==> src/rtl/vga_pkg.sv <==
// Shared SVGA 800x600@60 timing constants and counter type, used by the timing
// generator and by the drawing stages downstream of it.
package vga_pkg;

   localparam int unsigned CNT_W = 11;
   typedef logic [CNT_W-1:0] cnt_t;

   localparam int unsigned SVGA_H_ACTIVE = 800;
   localparam int unsigned SVGA_H_FP     = 40;
   localparam int unsigned SVGA_H_SYNC   = 128;
   localparam int unsigned SVGA_H_BP     = 88;
   localparam int unsigned SVGA_H_TOTAL  = SVGA_H_ACTIVE + SVGA_H_FP + SVGA_H_SYNC + SVGA_H_BP;

   localparam int unsigned SVGA_V_ACTIVE = 600;
   localparam int unsigned SVGA_V_FP     = 1;
   localparam int unsigned SVGA_V_SYNC   = 4;
   localparam int unsigned SVGA_V_BP     = 23;
   localparam int unsigned SVGA_V_TOTAL  = SVGA_V_ACTIVE + SVGA_V_FP + SVGA_V_SYNC + SVGA_V_BP;

endpackage

==> src/rtl/vga_timing.sv <==
// VGA raster timing generator: free-running pixel/line counters with sync and
// blanking flags decoded from the next-count values so they align with the counts.
module vga_timing
   import vga_pkg::*;
#(
   parameter int unsigned H_ACTIVE = SVGA_H_ACTIVE,
   parameter int unsigned H_FP     = SVGA_H_FP,
   parameter int unsigned H_SYNC   = SVGA_H_SYNC,
   parameter int unsigned H_BP     = SVGA_H_BP,
   parameter int unsigned V_ACTIVE = SVGA_V_ACTIVE,
   parameter int unsigned V_FP     = SVGA_V_FP,
   parameter int unsigned V_SYNC   = SVGA_V_SYNC,
   parameter int unsigned V_BP     = SVGA_V_BP,
   parameter bit          SYNC_POL = 1'b1
) (
   input  logic             pclk,
   input  logic             rst,
   output logic [CNT_W-1:0] hcount,
   output logic [CNT_W-1:0] vcount,
   output logic             hsync,
   output logic             hblnk,
   output logic             vsync,
   output logic             vblnk,
   output logic             frame_start
);

   localparam int unsigned H_TOTAL = H_ACTIVE + H_FP + H_SYNC + H_BP;
   localparam int unsigned V_TOTAL = V_ACTIVE + V_FP + V_SYNC + V_BP;

   if (H_TOTAL > 2047 || V_TOTAL > 2047) begin : g_bad_total
      $error("vga_timing: H_TOTAL/V_TOTAL must not exceed 2047 for 11-bit counters");
   end

   localparam cnt_t H_LAST    = cnt_t'(H_TOTAL - 1);
   localparam cnt_t V_LAST    = cnt_t'(V_TOTAL - 1);
   localparam cnt_t H_BLK     = cnt_t'(H_ACTIVE);
   localparam cnt_t H_SYNC_LO = cnt_t'(H_ACTIVE + H_FP);
   localparam cnt_t H_SYNC_HI = cnt_t'(H_ACTIVE + H_FP + H_SYNC);
   localparam cnt_t V_BLK     = cnt_t'(V_ACTIVE);
   localparam cnt_t V_SYNC_LO = cnt_t'(V_ACTIVE + V_FP);
   localparam cnt_t V_SYNC_HI = cnt_t'(V_ACTIVE + V_FP + V_SYNC);

   cnt_t hcount_q, hcount_d;
   cnt_t vcount_q, vcount_d;
   logic hsync_q, hsync_d;
   logic hblnk_q, hblnk_d;
   logic vsync_q, vsync_d;
   logic vblnk_q, vblnk_d;
   logic fstart_q, fstart_d;
   logic h_wrap;

   always_comb begin
      h_wrap   = (hcount_q == H_LAST);
      hcount_d = h_wrap ? '0 : hcount_q + cnt_t'(1);
      vcount_d = vcount_q;
      if (h_wrap) begin
         vcount_d = (vcount_q == V_LAST) ? '0 : vcount_q + cnt_t'(1);
      end
      // Flags follow the counts being loaded this edge, giving zero relative latency.
      hblnk_d  = (hcount_d >= H_BLK);
      hsync_d  = ((hcount_d >= H_SYNC_LO) && (hcount_d < H_SYNC_HI)) ? SYNC_POL : ~SYNC_POL;
      vblnk_d  = (vcount_d >= V_BLK);
      vsync_d  = ((vcount_d >= V_SYNC_LO) && (vcount_d < V_SYNC_HI)) ? SYNC_POL : ~SYNC_POL;
      fstart_d = (hcount_d == '0) && (vcount_d == '0);
   end

   always_ff @(posedge pclk) begin
      if (rst) begin
         hcount_q <= '0;
         vcount_q <= '0;
         hsync_q  <= ~SYNC_POL;
         hblnk_q  <= 1'b0;
         vsync_q  <= ~SYNC_POL;
         vblnk_q  <= 1'b0;
         fstart_q <= 1'b0;
      end else begin
         hcount_q <= hcount_d;
         vcount_q <= vcount_d;
         hsync_q  <= hsync_d;
         hblnk_q  <= hblnk_d;
         vsync_q  <= vsync_d;
         vblnk_q  <= vblnk_d;
         fstart_q <= fstart_d;
      end
   end

   assign hcount      = hcount_q;
   assign vcount      = vcount_q;
   assign hsync       = hsync_q;
   assign hblnk       = hblnk_q;
   assign vsync       = vsync_q;
   assign vblnk       = vblnk_q;
   assign frame_start = fstart_q;

endmodule

==> config.mk <==
export PLATFORM = sky130hd
export DESIGN_NAME = vga_timing
export DESIGN_NICKNAME = d
export VERILOG_FILES = /design/src/rtl/vga_pkg.sv /design/src/rtl/vga_timing.sv
export SDC_FILE = /design/constraint.sdc
export NUM_CORES = 1
export LEC_CHECK = 0
export CAP_MARGIN = 10
export CORE_MARGIN = 5
export CORE_UTILIZATION = 50
export CTS_BUF_LIST = sky130_fd_sc_hd__clkbuf_16
export CTS_CLUSTER_DIAMETER = 80
export DETAILED_ROUTE_END_ITERATION = 6
export PLACE_DENSITY = 0.73
export SYNTH_ARGS = -nofsm -noshare
export SYNTH_HDL_FRONTEND = slang
export SYNTH_SLANG_ARGS = --single-unit
export TNS_END_PERCENT = 5
==> constraint.sdc <==
create_clock -name pclk -period 2.8 [get_ports pclk]
set_input_delay 0.42 -clock pclk [delete_from_list [all_inputs] [get_ports pclk]]
set_output_delay 0.42 -clock pclk [all_outputs]
set_load 0.005 [all_outputs]
# Word level (Yosys, flattened, before mapping)
# Index checks and enable logic that the tools add are counted.
[totals]
regBits = 27
in_bits = 2
output_inout_bits = 27
word_cells = 27
[op_classes]
n_addsub = 2
order_cmp = 6
eq_ne = 2
n_mux = 5
n_reduce_logical = 5
[ops]
columns = ["operator", "count"]
rows = [
  ["11-bit by 10-bit >= comparator with 1-bit output (second input constant)", 4],
  ["11-bit 2-to-1 mux", 3],
  ["11-bit by 1-bit adder with 11-bit output (second input constant)", 2],
  ["11-bit zero test", 2],
  ["11-bit by 10-bit less-than comparator with 1-bit output (second input constant)", 2],
  ["11-bit by 10-bit equality test with 1-bit output (second input constant)", 1],
  ["11-bit equality test (second input constant)", 1],
  ["1-bit logical AND", 3],
  ["1-bit 2-to-1 mux", 2],
]

# Logic depth before layout (Yosys ltp)
[depth]
depth_word = 6
depth_mapped = 8
mapped_depth_nobuf = 7

# Worst setup path after synthesis
# No wires, ideal clock.
[synth_timing]
kind = "flip-flop to flip-flop"
startpoint = "register hcount_q[0], in the netlist hcount[0]"
endpoint = "register vblnk_q, in the netlist vblnk"
setup_time_ps = 59
arrival_time_ps = 1995
slack_ps = 746
stages_incl_launch_ff = 9
n_path_buf = 1
cell_sequence = "dfxtp_1 ha_1 and4_1 buf_2 nand4_1 or4_1 a21oi_1 a31oi_1 nand2_1"
[synth_via]
elab_chain_len = 3
[synth_lines]
columns = ["element", "line_no", "rtl"]
rows = [
  ["start, declared", "vga_timing.sv:43", "cnt_t hcount_q, hcount_d;"],
  ["start signal, assigned", "vga_timing.sv:77", "hcount_q <= hcount_d;"],
  ["11-bit equality test", "vga_timing.sv:53", "h_wrap = (hcount_q == H_LAST);"],
  ["11-bit 2-to-1 mux", "vga_timing.sv:56", "if (h_wrap) begin"],
  ["11-bit by 10-bit >= comparator with 1-bit output", "vga_timing.sv:62", "vblnk_d = (vcount_d >= V_BLK);"],
  ["end signal, assigned", "vga_timing.sv:82", "vblnk_q <= vblnk_d;"],
  ["end, declared", "vga_timing.sv:48", "logic vblnk_q, vblnk_d;"],
]
# No other way between the ends.
# A chain may end at the register's enable or synchronous reset.

# Worst setup path in the final report
[layout_timing]
startpoint = "register hcount_q[0], in the netlist hcount[0]"
endpoint = "register vsync_q, in the netlist vsync"
[layout_via]
elab_chain_len = 5
elab_cells_between_ends = 6
cone_classes = "order compare (2); eq/ne (1); mux (2); reduce/logical (1)"
[layout_lines]
columns = ["element", "line_no", "rtl"]
rows = [
  ["11-bit equality test (*)", "vga_timing.sv:53", ""],
  ["11-bit 2-to-1 mux (*)", "vga_timing.sv:56", ""],
  ["11-bit by 10-bit >= comparator with 1-bit output / 11-bit by 10-bit less-than comparator with 1-bit output (equally long branches)", "vga_timing.sv:63", "vsync_d = ((vcount_d >= V_SYNC_LO) && (vcount_d < V_SYNC_HI)) ? SYNC_POL : ~SYNC_POL;"],
  ["1-bit logical AND (*)", "vga_timing.sv:63", ""],
  ["1-bit 2-to-1 mux (*)", "vga_timing.sv:63", ""],
  ["end signal, assigned", "vga_timing.sv:73", "vsync_q <= ~SYNC_POL;"],
  ["end signal, assigned", "vga_timing.sv:81", "vsync_q <= vsync_d;"],
  ["end, declared", "vga_timing.sv:47", "logic vsync_q, vsync_d;"],
]
# Every way passes the cells marked *; elsewhere a longest branch is shown, timed or not.

==> metrics.txt <==
commonest non-fill, non-tap cell in the layout clkdlybuf4s50_1; site row count 21; GRT Total Usage around a fifth; Slowest Stage Delay on Critical Path around 0.55 ns; Crit Reg-Reg Endpoint vsync$_SDFF_PP0_; Die ar. roughly 4600 µm²; Core ar. 3280 µm²; CP startpoint kind flop; Crit path depth 7; Buffers on Ports 28; main combinational cell family by area after synthesis simple AND/OR/NAND/NOR gates; share of cells above drive strength 1 ~9.7%; max_slew headroom roughly three fifths; CTS tree built; CP Data Arrival Time ~2.6 ns; Post-Syn Nets slightly above 200; worst r2r src hcount[0]$_SDFF_PP0_; final-layout fill cell count about 300; Pins Over Slew Limit 0; Starting Density a little over 50%; simple-gate share of the synthesized area around a third; vias in the first global route between 1000 and 1500; Post-Route WL just over 4 mm; delay-heaviest family, CP simple AND/OR/NAND/NOR gates; Hold Path Origin hcount[0]$_SDFF_PP0_; run status finished, final reports clean; final period utilization between 80% and 90%; commonest non-fill, non-tap cells in the layout 28 x clkdlybuf4s50_1, 27 x dfxtp_1, 20 x nor2_1; clk sinks 27; post-synthesis instance total approximately 200; Worst R2R Setup Slack ~0.36 ns; Root Driver clkbuf_16; WP buf/inv 0; Static Leak between 0.6 and 0.7 nW; Bufs on Longest Clock Path 2; Synth Area in Compound Gates 16.5%; EDFF count, synth 0; Synth Area in XOR/XNOR 8.41%; DRT iter0 DRCs 151; start point of the critical path hcount[0]$_SDFF_PP0_; Setup crit end vsync$_SDFF_PP0_; post-synth cell types between 50 and 60; met3 Track Usage GR 3.16%; worst-skew pair later-pin latency approximately 0.26 ns; Setup Buffers After CTS 0; DRC Markers 0; initial antenna violation count 0; H-tree Lvls 1; area delta synth->final 20.7%; max_cap viols 0; area leader, netlist dfxtp_1; IO Count 29; Cell Area, Synth roughly 1700 µm²; crit path max-delay cell type or4_4; Reg clk slew, reported paths about 0.060 ns; clock skew ~0.0037 ns; crit path time final approximately 2.4 ns; Final nets 221; n_diodes 0; drt pass-1 iters 5; vias post-DR 1588; gp weighted congestion around 0.9; RSZ-0062 raised after global routing false; GRT met2 Usage between 20% and 30%; critical-path cell list ha_1 -> and4_2 -> nand4_2 -> or4_4 -> a21oi_2 -> nand4b_1 -> nor3_1; multiplexer share of the synthesized area less than 1%; worst hold-check path type reg2reg; Synth async-reset ratio 0%; Final Hold Vio Count 0; R2R cell count 7; Final setup viols 0; Post-DRT Antenna Nets 0; Seq cells post-synth 27; Yosys Warn Count 0; post-synthesis sequential area ratio approximately a third; Post-synth top flop dfxtp_1; largest net degree at the start of global routing 15; Synth Area in Adders approximately 1.5%; maximum clock frequency between 400 and 500 MHz; crit path kind reg2reg; first-pass GRT wire length around 6.9 mm; met1 Track Usage GR approximately 28%; gr busiest metal met2; worst-margin pin slew 0.595 ns; wire length per cell 15.5 µm; gr ovfl total 0; final hold slack 0.538 ns; Via-to-Cell Ratio 6.06; cts bufs inserted 3; CP required just under 3 ns; syn avg cell area 8.42 µm²; Worst Path Max Fanout 12; detailed placement HPWL around 3.0 mm; Die Y ~68 µm; cell area power density around 370 nW/µm²; endpoint class of the critical path flop; dominant cells by area after synthesis dfxtp_1 32%, xnor2_1 5.3%, nor2_1 4.5%, nand3_1 4.2%, xor2_1 3.2%; Peak VDD IR approximately 0.00022 V; Die W approximately 68 µm; # hold bufs at CTS 0; Yosys top cell area share 32.4%; setup TNS 0 ns
-- per-stage QoR --
| stage | total power [W] | setup WS [ns] | util, % | cells | instance area [µm²] |
|---|---|---|---|---|---|
| after floorplan | 0.000414 | 0.746 | - | 198 | 1670 |
| after global placement | 0.000426 | 0.456 | 58.8 | 258 | 1930 |
| after detailed placement | 0.000426 | 0.323 | 58.8 | 258 | 1930 |
| after CTS | 0.000742 | 0.294 | 61.2 | 262 | 2010 |
| after global routing | 0.000762 | 0.0940 | 61.3 | 262 | 2010 |
| final | 0.000735 | 0.357 | 61.3 | 262 | 2010 |
-- cells by family (layout without fill, tap and decap cells) --
family,Yosys count,count (layout)
simple gates,96,96
compound gates,39,39
flops,27,27
buf+inv,17,35
xor+xnor,16,16
fa+ha+maj,2,2
mux,1,1
-- how the worst min path moves through the flow --
stage	slack, ns	depth (start not counted)	endpoint
floorplan	0.52	1	hcount[0]$_SDFF_PP0_
global placement	0.51	1	hcount[0]$_SDFF_PP0_
detailed placement	0.53	1	hcount[0]$_SDFF_PP0_
CTS	0.54	1	hcount[0]$_SDFF_PP0_
global route	0.58	1	hcount[0]$_SDFF_PP0_
finish	0.54	1	hcount[0]$_SDFF_PP0_
-- per-layer routing --
layer  share of wire (%)  up-vias  wire (µm)
met5                   0        -          0
met4                0.89        0         36
met3                 6.4        4        260
met2                  45       57       1840
met1                  47      753       1930
li1                    -      774          -
-- repair_timing --
action,CTS,global route
hold endpoints to repair,0,0
resized for setup,0,1
setup endpoints to repair,0,1
-- final cells by class --
type	instances	area, µm²	area share [%]
well taps	46	57.6	2.86
multi-input cells	154	1040	51.7
clock inverters	1	3.75	0.187
flip-flops and latches	27	541	26.9
clock buffers	3	75.1	3.73
repair buffers	29	288	14.3
inverters	2	7.51	0.373
-- Yosys cell counts (6+ instances only) --
library cell,count
dfxtp_1,27
nor2_1,20
nand3_1,14
nor3_1,10
xnor2_1,10
nand2_1,9
buf_2,7
nand4_1,7
a21oi_1,6
clkbuf_1,6
xor2_1,6
-- registers in the layout, indices dropped and copies added, names as in the netlist --
name,flops
vcount,11
hsync,1
vblnk,1
frame_start,1
hblnk,1
hcount,11
vsync,1
-- report_power, final --
group / switching (W) / internal, W / total [W]
registers: 0.00000569 / 0.000388 / 0.000393
clock network: 0.000127 / 0.000191 / 0.000318
logic: 0.0000113 / 0.0000128 / 0.0000242
No activity file was read; power rests on OpenSTA's default activity.
